[src/rtl/seven_segment_pkg.sv]
// Shared types and constants for the 7-segment readback monitor.
// Segment vectors are active-high {A,B,C,D,E,F,G}, A in bit 6.
package seven_segment_pkg;

  typedef logic [6:0] seg_t;

  localparam seg_t SEG_BLANK = 7'b0000000;

  // Indexed by the hex nibble the pattern represents.
  localparam seg_t SEG_PATTERNS [16] = '{
    7'b1111110,  // 0
    7'b0110000,  // 1
    7'b1101101,  // 2
    7'b1111001,  // 3
    7'b0110011,  // 4
    7'b1011011,  // 5
    7'b1011111,  // 6
    7'b1110000,  // 7
    7'b1111111,  // 8
    7'b1111011,  // 9
    7'b1110111,  // A
    7'b0011111,  // B
    7'b0001101,  // C
    7'b0111101,  // D
    7'b1001111,  // E
    7'b1000111   // F
  };

  typedef enum logic [1:0] {
    RUN_IDLE,
    RUN_COUNTING,
    RUN_HELD
  } run_state_t;

endpackage

[src/rtl/seven_segment_pattern_lookup.sv]
// Combinational reverse lookup: active-high segment pattern to hex nibble.
// hit is low for any pattern outside the 16-entry table, including blank.
module seven_segment_pattern_lookup
  import seven_segment_pkg::*;
(
  input  seg_t       seg,
  output logic [3:0] nibble,
  output logic       hit
);

  always_comb begin
    nibble = '0;
    hit    = 1'b0;
    for (int unsigned i = 0; i < 16; i++) begin
      if (seg != SEG_BLANK && seg == SEG_PATTERNS[4'(i)]) begin
        nibble = 4'(i);
        hit    = 1'b1;
      end
    end
  end

endmodule

[src/rtl/seven_segment_readback.sv]
// Recovers per-digit hex values from the multiplexed active-low 7-segment
// drive: input register, stability run counter, capture and frame tracking.
module seven_segment_readback
  import seven_segment_pkg::*;
#(
  parameter int DIGITS        = 4,
  parameter int STABLE_CYCLES = 4
) (
  input  logic                  clk,
  input  logic                  reset_n,
  input  logic [DIGITS-1:0]     AN,
  input  logic                  CA,
  input  logic                  CB,
  input  logic                  CC,
  input  logic                  CD,
  input  logic                  CE,
  input  logic                  CF,
  input  logic                  CG,
  input  logic                  DP,
  output logic [4*DIGITS-1:0]   digits,
  output logic [DIGITS-1:0]     dp_out,
  output logic [DIGITS-1:0]     digit_valid,
  output logic [DIGITS-1:0]     pattern_error,
  output logic                  frame_done
);

  localparam logic [7:0] RUN_TARGET = 8'(STABLE_CYCLES);

  // Registered samples, already converted to active-high.
  logic [DIGITS-1:0] smp_sel;
  seg_t              smp_seg;
  logic              smp_dp;
  logic [DIGITS-1:0] prev_sel;
  seg_t              prev_seg;
  logic              prev_dp;

  run_state_t        run_state;
  logic [7:0]        run_count;

  logic              cap_pending;
  logic [DIGITS-1:0] cap_sel;
  seg_t              cap_seg;
  logic              cap_dp;

  logic [DIGITS-1:0] seen;
  logic [DIGITS-1:0] seen_next;

  logic              selectable;
  logic              same;
  logic [3:0]        cap_nibble;
  logic              cap_hit;

  assign selectable = $onehot(smp_sel);
  assign same       = (smp_sel == prev_sel) && (smp_seg == prev_seg) &&
                      (smp_dp == prev_dp);
  assign seen_next  = seen | cap_sel;

  seven_segment_pattern_lookup u_lookup (
    .seg    (cap_seg),
    .nibble (cap_nibble),
    .hit    (cap_hit)
  );

  // The capture is staged in cap_* so the lookup sits between two registers
  // and the outputs land one edge after the run counter saturates.
  always_ff @(posedge clk) begin
    if (!reset_n) begin
      smp_sel     <= '0;
      smp_seg     <= '0;
      smp_dp      <= 1'b0;
      prev_sel    <= '0;
      prev_seg    <= '0;
      prev_dp     <= 1'b0;
      run_state   <= RUN_IDLE;
      run_count   <= '0;
      cap_pending <= 1'b0;
      cap_sel     <= '0;
      cap_seg     <= '0;
      cap_dp      <= 1'b0;
    end else begin
      smp_sel     <= ~AN;
      smp_seg     <= ~{CA, CB, CC, CD, CE, CF, CG};
      smp_dp      <= ~DP;
      prev_sel    <= smp_sel;
      prev_seg    <= smp_seg;
      prev_dp     <= smp_dp;
      cap_pending <= 1'b0;

      if (!selectable) begin
        run_state <= RUN_IDLE;
        run_count <= '0;
      end else if (run_state == RUN_IDLE || !same) begin
        run_state <= RUN_COUNTING;
        run_count <= 8'd1;
      end else if (run_state == RUN_COUNTING) begin
        run_count <= run_count + 8'd1;
        if (run_count + 8'd1 == RUN_TARGET) begin
          run_state   <= RUN_HELD;
          cap_pending <= 1'b1;
          cap_sel     <= smp_sel;
          cap_seg     <= smp_seg;
          cap_dp      <= smp_dp;
        end
      end
    end
  end

  always_ff @(posedge clk) begin
    if (!reset_n) begin
      digits        <= '0;
      dp_out        <= '0;
      digit_valid   <= '0;
      pattern_error <= '0;
      frame_done    <= 1'b0;
      seen          <= '0;
    end else begin
      frame_done <= 1'b0;
      if (cap_pending) begin
        for (int unsigned i = 0; i < DIGITS; i++) begin
          if (cap_sel[i]) begin
            if (cap_hit) begin
              digits[4*i +: 4] <= cap_nibble;
              dp_out[i]        <= cap_dp;
              digit_valid[i]   <= 1'b1;
              pattern_error[i] <= 1'b0;
            end else begin
              digit_valid[i]   <= 1'b0;
              pattern_error[i] <= 1'b1;
            end
          end
        end
        if (&seen_next) begin
          frame_done <= 1'b1;
          seen       <= '0;
        end else begin
          seen <= seen_next;
        end
      end
    end
  end

endmodule

[config.mk]
export PLATFORM = sky130hd
export DESIGN_NAME = seven_segment_readback
export DESIGN_NICKNAME = d
export VERILOG_FILES = /design/src/rtl/seven_segment_pkg.sv /design/src/rtl/seven_segment_pattern_lookup.sv /design/src/rtl/seven_segment_readback.sv
export SDC_FILE = /design/constraint.sdc
export NUM_CORES = 1
export LEC_CHECK = 0
export ABC_AREA = 1
export CORE_MARGIN = 5
export CORE_UTILIZATION = 45
export CTS_CLUSTER_DIAMETER = 200
export DETAILED_ROUTE_END_ITERATION = 7
export PLACE_DENSITY_LB_ADDON = 0.2
export SYNTH_ARGS = -nofsm -noshare
export SYNTH_HDL_FRONTEND = slang
export SYNTH_SLANG_ARGS = --single-unit
[constraint.sdc]
create_clock -name clk -period 5.77 [get_ports clk]
set_clock_uncertainty 0.05 [all_clocks]
set_input_delay 0.8655 -clock clk [delete_from_list [all_inputs] [get_ports clk]]
set_output_delay 0.8655 -clock clk [all_outputs]
set_load 0.05 [all_outputs]
### Yosys cells after proc, flatten, opt, wreduce, memory -nomap -nowiden

Cells that the tools add are included.
Widths: inputs -> output; s select.

| operators by class | value |
|---|---|
| muxes and demuxes | 41 |
| eq/ne operators | 22 |
| multiply operators | 0 |
| shift-type cells | 0 |
| divide/modulo/power cells | 0 |
| reduce and logical (&&, ||, !) cells | 40 |
| $add $sub $neg | 4 |
| order comparisons | 0 |
| bitwise operators | 8 |

Operators with widths:

| cell | count |
|---|---|
| $eq 7x7->1 const B | 11 |
| $mux 4 | 9 |
| $mux 1 | 26 |
| $eq 7x6->1 const B | 3 |
| $logic_and 1x1->1 | 18 |
| $reduce_and 2->1 | 8 |
| $mux 3 | 4 |
| $reduce_and 3->1 | 4 |
| $add 8x1->8 const B | 1 |
| $eq 8x3->1 const B | 1 |
| $reduce_and 4->1 | 2 |
| $eq 7x4->1 const B | 1 |
| $eq 7x5->1 const B | 1 |
| $eq 7x7->1 | 1 |
| $not 7->7 | 1 |
| $reduce_bool 7->1 | 1 |
| $not 1->1 | 5 |
| $add 1x1->2 | 2 |
| $eq 4x4->1 | 1 |
| $mux 2 | 2 |
| $not 4->4 | 1 |
| $or 4x4->4 | 1 |
| $reduce_bool 2->1 | 2 |
| $reduce_or 4->1 | 1 |
| 8 further kinds | 8 |

| word-level totals | value |
|---|---|
| register bits after elaboration | 80 |
| bits in read-only memories | 0 |
| output and inout port bits | 29 |
| bits in writable memories | 0 |
| memories kept | 0 |
| latch bits | 0 |
| logic and storage cells | 147 |
| input bits | 14 |

### Logic depth before layout (Yosys ltp)

Gate-level depths: netlist of run 1.

| logic depth | value |
|---|---|
| depth after elaboration | 19 |
| mapped depth | 12 |
| gate-level depth less buffers | 12 |

### Hierarchy

Synthesis of run 1 repeated with hierarchy kept, for this count alone.

| unflattened totals | value |
|---|---|
| cell total of the unflattened synthesis | 538 |
| area total of the unflattened synthesis | 3654.8 µm² |

By module, submodules not included:

| module | area an instance (µm²) | sequential area each (µm²) | times used | cells each |
|---|---|---|---|---|
| seven_segment_readback | 3365.7 | 1601.5 | 1 | 479 |
| seven_segment_pattern_lookup | 289.0 | 0.0 | 1 | 59 |

### Worst setup path after synthesis of run 1

Ideal clock, no wire load.

| path | value |
|---|---|
| path kind | register to register |
| start | reg smp_sel[0] |
| end | reg cap_sel[0] |
| buffers on the path | 1 |
| library setup time | 0.113 ns |
| period minus slack after synthesis | 2.345 ns |
| data required time | 5.607 ns |
| data arrival time | 2.182 ns |
| stages on the path, launching flop included | 13 |
| path slack | 3.425 ns |
| cells stage by stage | dfxtp_1 -> inv_1 -> fa_1 -> inv_1 -> ha_1 -> ha_1 -> nor3b_1 -> nand3_1 -> nor2_4 -> buf_4 -> nand2_1 -> nand2_1 -> nor2_1 |

| between the ends | value |
|---|---|
| word-level cells in the longest chain between the ends | 7 |
| elaborated cells on any way between the ends | 10 |
| classes of those cells | add/sub (2); eq/ne (2); bitwise (1); reduce/logical (5) |

RTL lines:

| item | RTL line | source |
|---|---|---|
| start: declaration | seven_segment_readback.sv:30 | `logic [DIGITS-1:0] smp_sel;` |
| start signal: assignment | seven_segment_readback.sv:81 | `smp_sel <= ~AN;` |
| branches (longest 7 deep; another with $add 2x2->3) | -- |  |
| end signal: assignment | seven_segment_readback.sv:100 | `cap_sel <= smp_sel;` |
| end: declaration | seven_segment_readback.sv:41 | `logic [DIGITS-1:0] cap_sel;` |

Parallel ways; which one is timed is not known.
A chain may end at the register's enable or synchronous reset.

### Worst setup path in the final report of run 1

| path | value |
|---|---|
| start | reg smp_sel[0] |
| end | reg cap_seg[5] |

| between the ends | value |
|---|---|
| word-level cells in the longest chain between the ends | 7 |
| elaborated cells on any way between the ends | 10 |
| classes of those cells | add/sub (2); eq/ne (2); bitwise (1); reduce/logical (5) |

RTL lines:

| item | RTL line | source |
|---|---|---|
| branches (longest 6 deep; another with $add 2x2->3) | -- |  |
| $reduce_and 4->1 (no line) * | -- |  |
| end signal: assignment | seven_segment_readback.sv:101 | `cap_seg <= smp_seg;` |
| end: declaration | seven_segment_readback.sv:42 | `seg_t cap_seg;` |

Mark *: on every way between the ends.

==> results.toml, run 1 <==
[worst_hold_path]
min_path_type = "reg -> reg"
min_from = "smp_sel[0]"
hold_path_end = "prev_sel[0]"
whs_path_depth = 2

[die]
rows = 32
start_util = 0.460
dieWidth_um = 98.6
io_pins = 43
dieArea_um2 = 9730
die_h_um = 98.6
core_area_um2 = 7690

[global_routing]
grt_max_degree = 48
gr-usage-all-layers = 0.150
grt_pass1_vias = 2759
antenna_found_initial = 0
grt_pass1_wl_um = 12100
overflow = 0

[clock_network]
cts_tree = "built"
worstSkewPairLatency_ns = 0.35
cts_buffer_depth = 2
clk_pin_slew_ns = 0.08
postCtsHoldBufs = 0
numCtsBuffers = 9
cts_resized = 0
clockRootBuffer = "clkbuf_8"
post_cts_buffers = 0
htree_levels = 3
cts_sinks = 80

[placement]
io_buffers = 42
placed_cells = 644
routabilityCongestion = 0.838
dp_hpwl_um = 5140

[synth]
syn-cell-area_um2 = 3540
yosysWarnings = 0
ys_seq_elements = 80
ys_types = 37
ys_seq_area_frac = 0.453
synthCells = 510
syn_nets = 528
syn_avg_cell_area_um2 = 6.93

[power]
leakage_nw = 1.89
cellPowerDensity_nw_per_um2 = 238
irDropWorstVdd_mv = 0.181

[final_layout]
multi_input_area_um2 = 1610
area_delta_synth_final_pct = 19.2
drive_gt1_frac = 0.0663
antenna_cells = 0
seq_area_um2 = 1600
stdcell_count = 660
final_common_cell = "nand2_1"
fin_util = 0.548
fin_nets = 571
layout_common_cells = "129 x nand2_1, 110 x nor2_1, 80 x dfxtp_1, 68 x inv_1, 42 x clkdlybuf4s50_1"
final.fill_count = 778

[route]
dr.pass1.iters = 4
wire_per_inst_um = 10.4
post_drt_via_cell_ratio = 4.57
wl_um = 6850
drt_iter0_markers = 87
drc = 0
vias = 3015
drtAntennaViolNets = 0

[setup_path]
worst_ep_arrival_time_ns = 2.84
ff2ff_setup_slack_ns = 3.14
worstPathCellList = "inv_1 -> fa_1 -> inv_1 -> ha_1 -> ha_1 -> nor3b_1 -> nand3_1 -> nor2_4 -> nand2_1 -> nand2_1 -> nor2_1"
cp_slowest_cell = "fa_1"
required_ns = 5.97
reg2regPathDepth = 11
start_kind = "flip-flop"
rr_endpoint = "cap_seg[5]"
critical-path-max-stage-delay_ns = 0.54
critPathBufInv = 2
reg2reg_from = "smp_sel[0]"
crit_type = "reg -> reg"
path_delay_family = "simple AND/OR/NAND/NOR gates"
cp_max_fo = 24
endpoint_kind = "flip-flop"

[timing]
period_share = 0.456
tightest_slew_ns = 0.711
rsz0062_at_grt = "no"
setup_viol = 0
hold_viol = 0
timing.slew.headroom = 0.525
fin_tns_setup_ns = 0
drv_slew = 0
layout_min_cycle_time_ns = 2.63
timing.fmax_ghz = 0.380

[run]
drv_cap = 0

[status]
status = "finished, final reports clean"
[worst max path at each step]
stage	to	cells past startpoint	slack [ns]	startpoint
4_1_cts	cap_seg[5]	11	3.10	smp_sel[1]
5_1_grt	cap_dp	11	2.81	smp_sel[1]
3_3_place_gp	cap_seg[0]	11	3.16	smp_sel[1]
2_1_floorplan	cap_sel[0]	12	3.43	smp_sel[0]
6_report	cap_seg[5]	11	3.14	smp_sel[0]
3_5_place_dp	cap_seg[5]	11	3.11	smp_sel[1]
[worst min-delay path, delay by kind of cell, from the launching register on]
family | cells | cell delay [ns]
and+or+nand+nor | 1 | 0.05
DFF | 1 | 0.31
buffers and inverters | 1 | 0.03
[metrics by stage]
step	setup slack (ns)	area [um^2]	hold WS, ns	power, mW
after CTS	3.10	4220	0.380	1.02
final	3.14	4220	0.377	1.00
after floorplan	3.43	3540	0.357	0.623
after detailed placement	3.11	4030	0.368	0.643
after global placement	3.16	4030	0.362	0.641
after global routing	2.81	4220	0.399	1.05
[layout make-up]
type / count / area share
sequential: 80 / 0.380
timing repair buffer: 43 / 0.102
tap: 102 / 0.0303
clock inverter: 7 / 0.0137
multi-input combinational: 347 / 0.381
clock buffer: 9 / 0.0294
inverter: 72 / 0.0641
[routing by layer]
| layer | track usage | wire [um] | part of all wire |
|---|---|---|---|
| met2 | 0.242 | 3060 | 0.45 |
| met1 | 0.193 | 3350 | 0.49 |
| met3 | 0.0283 | 321 | 0.047 |
| met5 | 0 | 0 | 0 |
| met4 | 0.0704 | 128 | 0.019 |
[logic make-up after synthesis]
kind of cell,after synthesis,share of synthesized area
simple gates,299,0.357
buf+inv,83,0.0927
flops,80,0.453
compound gates,33,0.0520
xor+xnor,11,0.0294
fa+ha+maj,4,0.0163
[state kept, by name (all words and copies together), names as in the netlist]
register	count
digits	16
run_count	8
cap_seg	7
prev_seg	7
smp_seg	7
cap_sel	4
digit_valid	4
dp_out	4
pattern_error	4
prev_sel	4
seen	4
smp_sel	4
run_state	2
cap_dp	1
cap_pending	1
frame_done	1
prev_dp	1
smp_dp	1
[where the power goes]
part / internal (mW) / leakage [nW] / switching (mW)
Combinational: 0.0257 / 1.16 / 0.0346
Clock: 0.160 / 0.0820 / 0.214
Sequential: 0.561 / 0.650 / 0.00742
[cells in the mapped netlist]
cell type  number  share of area
nand3_1        29          0.041
nand4_1         4         0.0071
nand2_4         1         0.0032
nor3_2          1         0.0028
nor2b_1         1         0.0018
fa_1            1         0.0057
nand3b_1        1         0.0021
inv_1          68          0.072
o211ai_1        1         0.0021
nand2_2         5         0.0088
xor2_1          3         0.0074
nor2_1        110           0.12
nor3_1          7         0.0099
and2_1          1         0.0018
nor2_2          3         0.0053
clkbuf_1        5         0.0053
o21ai_1         1         0.0014
o31ai_1         1         0.0021
nand3_2         3         0.0085
ha_1            3          0.011
o22a_1          1         0.0025
inv_2           4         0.0042
nand2_1       129           0.14
xnor2_1         7          0.017
o211a_1         1         0.0028
a31oi_1         1         0.0018
a21oi_1        19          0.027
buf_4           2         0.0042
buf_1           2         0.0021
buf_6           1         0.0032
o2111ai_1       1         0.0025
o21ai_0         7         0.0099
nor3b_1         2         0.0042
xor2_2          1         0.0046
dfxtp_1        80           0.45
nor2_4          2         0.0064
buf_2           1         0.0014
(Power assumes the default switching activity.)
==> inputs of run 2 (changes only) <==
==> constraint.sdc (replaced) <==
create_clock -name clk -period 2.5 [get_ports clk]
set_clock_uncertainty 0.05 [all_clocks]
set_input_delay 0.375 -clock clk [delete_from_list [all_inputs] [get_ports clk]]
set_output_delay 0.375 -clock clk [all_outputs]
set_load 0.05 [all_outputs]
==> results.toml, run 2 (synthesized netlist as in run 1, its figures left out) <==
[timing]
tightest_slew_ns = 0.514
drv_slew = 0
period_share = 0.963
layout_min_cycle_time_ns = 2.41
hold_ws_ns = 0.392
hold_viol = 0
timing.slew.headroom = 0.656
setup_slack_ns = 0.0930
setup_viol = 0
timing.fmax_ghz = 0.415
rsz0062_at_grt = "yes"

[clock_network]
clk_pin_slew_ns = 0.08
clockRootBuffer = "clkbuf_8"
numCtsBuffers = 9
cts_sinks = 80
cts_buffer_depth = 2
postCtsHoldBufs = 0
worstSkewPairLatency_ns = 0.36
cts_tree = "built"
htree_levels = 3

[placement]
dp_slack_ns = 0.0369
routabilityCongestion = 0.853
dp_hpwl_um = 5400
placed_cells = 652
io_buffers = 42

[route]
post_drt_via_cell_ratio = 4.56
drtAntennaViolNets = 0
dr.pass1.iters = 7
wire_per_inst_um = 10.9
drt_iter0_markers = 101
vias = 3054
drc = 0
wl_um = 7330

[global_routing]
grt_pass1_vias = 2889
grt_max_degree = 37
grt_pass1_wl_um = 12700
overflow = 0
antenna_found_initial = 0
gr-usage-all-layers = 0.157

[final_layout]
largest_reg_flops = 16
fin_util = 0.571
layout_common_cells = "128 x nand2_1, 110 x nor2_1, 78 x dfxtp_1, 66 x inv_1, 42 x clkdlybuf4s50_1"
fin_nets = 581
antenna_cells = 0
regMostFlops = "digits"
stdcell_count = 670
final.fill_count = 743
final_common_cell = "nand2_1"
drive_gt1_frac = 0.0968
top_regs = "digits: 16 flops, run_count: 8 flops"
area_delta_synth_final_pct = 24.1

[run]
drv_cap = 0

[setup_path]
start_kind = "flip-flop"
required_ns = 2.71
worstPathCellList = "inv_2 -> fa_1 -> inv_2 -> ha_4 -> ha_4 -> nor3b_2 -> nand3_1 -> nor2_4 -> buf_12 -> nand2_1 -> nand2_1 -> nor2_1"
endpoint_kind = "flip-flop"
reg2regPathDepth = 12
critical-path-max-stage-delay_ns = 0.55
cp_slowest_cell = "fa_1"
crit_type = "reg -> reg"
cp_max_fo = 8
ff2ff_setup_slack_ns = 0.09
worst_ep_arrival_time_ns = 2.61

[worst_hold_path]
whs_path_depth = 2
min_path_type = "reg -> reg"

[power]
leakage_nw = 1.97
p_total_mw = 2.48
cellPowerDensity_nw_per_um2 = 566
irDropWorstVdd_mv = 0.376

[die]
dieWidth_um = 98.6
core_area_um2 = 7690
rows = 32
io_pins = 43
start_util = 0.460
dieArea_um2 = 9730
die_h_um = 98.6

[status]
status = "finished, final reports clean"
-- run 2: layout make-up --
type | instances | area (um^2) | share of cell area
Clock buffer | 9 | 124 | 0.0282
Clock inverter | 7 | 85.1 | 0.0194
Inverter | 72 | 270 | 0.0616
Multi-Input combinational cell | 347 | 1640 | 0.374
Sequential cell | 80 | 1600 | 0.366
Tap cell | 102 | 128 | 0.0291
Timing Repair Buffer | 53 | 537 | 0.122
-- run 2: path summary, 6_finish.rpt --
path | end | startpoint
worst min-delay path | prev_sel[3] | smp_sel[3]
worst min register to register | prev_sel[3] | smp_sel[3]
worst max register to register | cap_dp | smp_sel[1]
worst max-delay path | cap_dp | smp_sel[1]
-- run 2: metrics by stage --
stage          setup TNS, ns  area, um^2
4_1_cts                    0        4320
2_1_floorplan              0        3540
3_3_place_gp               0        4110
3_5_place_dp               0        4110
6_report                   0        4390
5_1_grt              -0.0412        4390
-- run 2: report_power, final --
group	total [mW]	internal, mW	leakage [nW]	switching (mW)
Sequential	1.31	1.30	0.650	0.0184
Clock	1.01	0.482	0.100	0.529
Combinational	0.159	0.0724	1.22	0.0863
Total	2.48	1.85	1.97	0.634
-- run 2: critical path, delay by kind of cell (launching register included) --
kind	cells	cell delay (ns)
flip-flops	1	0.35
adder cells (fa/ha/maj)	3	0.94
buffers and inverters	3	0.25
AND/OR/NAND/NOR	6	0.72
-- run 2: metal layers --
layer	vias up	share of wire	wire, um	GRT usage
met5	-	0	0	0
met4	0	0.022	162	0.0662
met3	15	0.045	330	0.0361
met2	66	0.46	3330	0.260
met1	1311	0.48	3500	0.197
li1	1662	-	-	-
-- run 2: repair_timing --
item,4_1_cts,5_1_grt
setup endpoints to repair,0,21
resized for setup,0,10
setup buffers,0,1
==> inputs of run 3 (changes only) <==
--- a/config.mk
+++ b/config.mk
@@ -6,11 +6,14 @@
 export NUM_CORES = 1
 export LEC_CHECK = 0
 export ABC_AREA = 1
+export CORE_ASPECT_RATIO = 0.9
 export CORE_MARGIN = 5
 export CORE_UTILIZATION = 45
 export CTS_CLUSTER_DIAMETER = 200
 export DETAILED_ROUTE_END_ITERATION = 7
+export DONT_BUFFER_PORTS = 1
 export PLACE_DENSITY_LB_ADDON = 0.2
 export SYNTH_ARGS = -nofsm -noshare
 export SYNTH_HDL_FRONTEND = slang
+export SYNTH_HIERARCHICAL = 1
 export SYNTH_SLANG_ARGS = --single-unit
==> results.toml, run 3 <==
[synth]
yosys.area.top_type_share = 0.438
synth-edff-count = 0
post-synth-top-count-cell = "nor2_1"
ys_seq_elements = 80
synthTopCellsByArea = "dfxtp_1 44%, nor2_1 13%, nand2_1 12%, inv_1 6.2%, nand3_1 4.7%"
synth-xor-area-share = 0.00479
ys_top_cells_by_count = "123 x nor2_1, 118 x nand2_1, 80 x dfxtp_1"
yosys.area.top_type = "dfxtp_1"
yosysWarnings = 6
syn_avg_cell_area_um2 = 6.79
ys.flop_type = "dfxtp_1"
synth_compound_area_frac = 0.0671
syn-cell-area_um2 = 3650
async_flop_share = 0
ys_types = 30
muxShareOfSynthArea = 0
synthAdderAreaFrac = 0.0192
synth_top_family_by_area = "simple AND/OR/NAND/NOR gates"
ys_seq_area_frac = 0.438
synthCells = 538
synth-simple-area-share = 0.377
syn_nets = 557

[placement]
routabilityCongestion = 0.821
placed_cells = 632
place_area_um2 = 3770
io_buffers = 0
dp_hpwl_um = 5920

[setup_path]
worst_ep_arrival_time_ns = 2.50
cp_max_fo = 12
crit_type = "reg -> reg"
ff2ff_setup_slack_ns = 0.18
critical-path-max-stage-delay_ns = 0.49
required_ns = 2.68
start_kind = "flip-flop"
reg2reg_from = "smp_sel[1]"
endpoint_kind = "flip-flop"
reg2regPathDepth = 12
worstPathCellList = "inv_2 -> fa_1 -> inv_1 -> ha_1 -> ha_1 -> nor3_2 -> inv_1 -> nor2_1 -> buf_6 -> nand3_1 -> nand2_1 -> nor2_1"
cp_slowest_cell = "fa_1"
rr_endpoint = "cap_seg[5]"

[global_routing]
grt_max_degree = 51
gr-usage-all-layers = 0.164
grt_pass1_vias = 2868
grt_pass1_wl_um = 13400
antenna_found_initial = 0
overflow = 0

[run]
drv_cap = 0

[clock_network]
worstSkewPairLatency_ns = 0.34
cts_sinks = 80
numCtsBuffers = 9
cts_tree = "built"
clk_pin_slew_ns = 0.08
htree_levels = 3
cts_buffer_depth = 2
postCtsHoldBufs = 0
clockRootBuffer = "clkbuf_8"

[route]
vias = 3118
wire_per_inst_um = 11.9
post_drt_via_cell_ratio = 4.80
drt_iter0_markers = 150
wl_um = 7730
drc = 0
dr.pass1.iters = 5
drtAntennaViolNets = 0

[die]
dieArea_um2 = 10000
die_h_um = 95.5
rows = 31
start_util = 0.457
io_pins = 43
core_area_um2 = 7990
dieWidth_um = 105

[final_layout]
stdcell_count = 649
stdcell_area_um2 = 3980
top_regs = "digits: 16 flops, run_count: 8 flops"
regMostFlops = "digits"
fin_nets = 566
drive_gt1_frac = 0.122
layout_common_cells = "123 x nor2_1, 118 x nand2_1, 79 x dfxtp_1, 60 x inv_1, 34 x nand3_1"
area_delta_synth_final_pct = 8.76
antenna_cells = 0
final_common_cell = "nor2_1"
largest_reg_flops = 16

[power]
cellPowerDensity_nw_per_um2 = 570
leakage_nw = 1.91
p_total_mw = 2.27
irDropWorstVdd_mv = 0.350

[timing]
tightest_slew_ns = 0.684
period_share = 0.928
hold_viol = 0
rsz0062_at_grt = "no"
layout_min_cycle_time_ns = 2.32
timing.fmax_ghz = 0.431
drv_slew = 0
setup_viol = 0
timing.slew.headroom = 0.544

[worst_hold_path]
min_path_type = "in -> reg"
hold_path_end = "smp_seg[6]"
whs_path_depth = 1
min_from = "CA"

[status]
status = "finished, final reports clean"
-- run 3: metrics by stage --
step	setup slack (ns)	hold WS (ns)	TNS, ns	utilization
floorplan	0.103	0.370	0	-
global placement	0.0537	0.380	0	0.472
detailed placement	-0.0386	0.388	-0.0437	0.472
CTS	0.0130	0.0187	0	0.496
global route	0.00785	0.0135	0	0.497
finish	0.180	0.0409	0	0.497
-- run 3: per-layer routing --
layer	track usage	up-vias	share of wire
li1	-	1682	-
met2	0.266	48	0.46
met1	0.220	1382	0.49
met5	0	-	0
met3	0.0379	6	0.040
met4	0.0426	0	0.0075
-- run 3: final cells by class --
| type | count | area, um^2 |
|---|---|---|
| clock inverter | 4 | 31.3 |
| multi-input combinational | 370 | 1720 |
| clock buffer | 10 | 138 |
| timing repair buffer | 10 | 78.8 |
| inverter | 76 | 285 |
| sequential | 80 | 1600 |
| tap | 99 | 124 |
| fill | 807 | 4020 |
-- run 3: worst max-delay path, delay by kind of cell (launching register included) --
kind          cells  cell delay, ns
fa+ha+maj         3            0.94
buf+inv           4            0.34
flops             1            0.37
simple gates      5            0.49
-- run 3: power breakdown --
group          leakage (nW)  internal, mW  total [mW]  switching (mW)
Sequential            0.650          1.30        1.31          0.0181
Combinational          1.19        0.0462       0.124          0.0775
Clock                0.0769         0.380       0.829           0.449
-- run 3: kinds of logic (layout without fill, tap and decap cells) --
kind of cell | after synthesis | in the layout
AOI/OAI and AO/OA | 46 | 46
and+or+nand+nor | 317 | 317
adders and majority gates | 5 | 5
DFF | 80 | 80
xor gates and xnor gates | 2 | 2
buffers and inverters | 88 | 100
-- run 3: worst max path at each step --
stage / startpoint / end / slack [ns] / cells past startpoint
floorplan: smp_sel[0] / cap_seg[6] / 0.10 / 12
global placement: smp_sel[0] / run_state[1] / 0.05 / 10
detailed placement: smp_sel[0] / run_state[1] / -0.04 / 10
CTS: smp_sel[1] / cap_seg[5] / 0.01 / 12
global route: smp_sel[1] / cap_seg[6] / 0.008 / 12
finish: smp_sel[1] / cap_seg[5] / 0.18 / 12
-- run 3: repair_timing --
item / in CTS / in global routing
resized for setup: 0 / 3
endpoints found under the setup margin: 2 / 14
pin swaps: 1 / 1
buffers inserted: 3 / 0
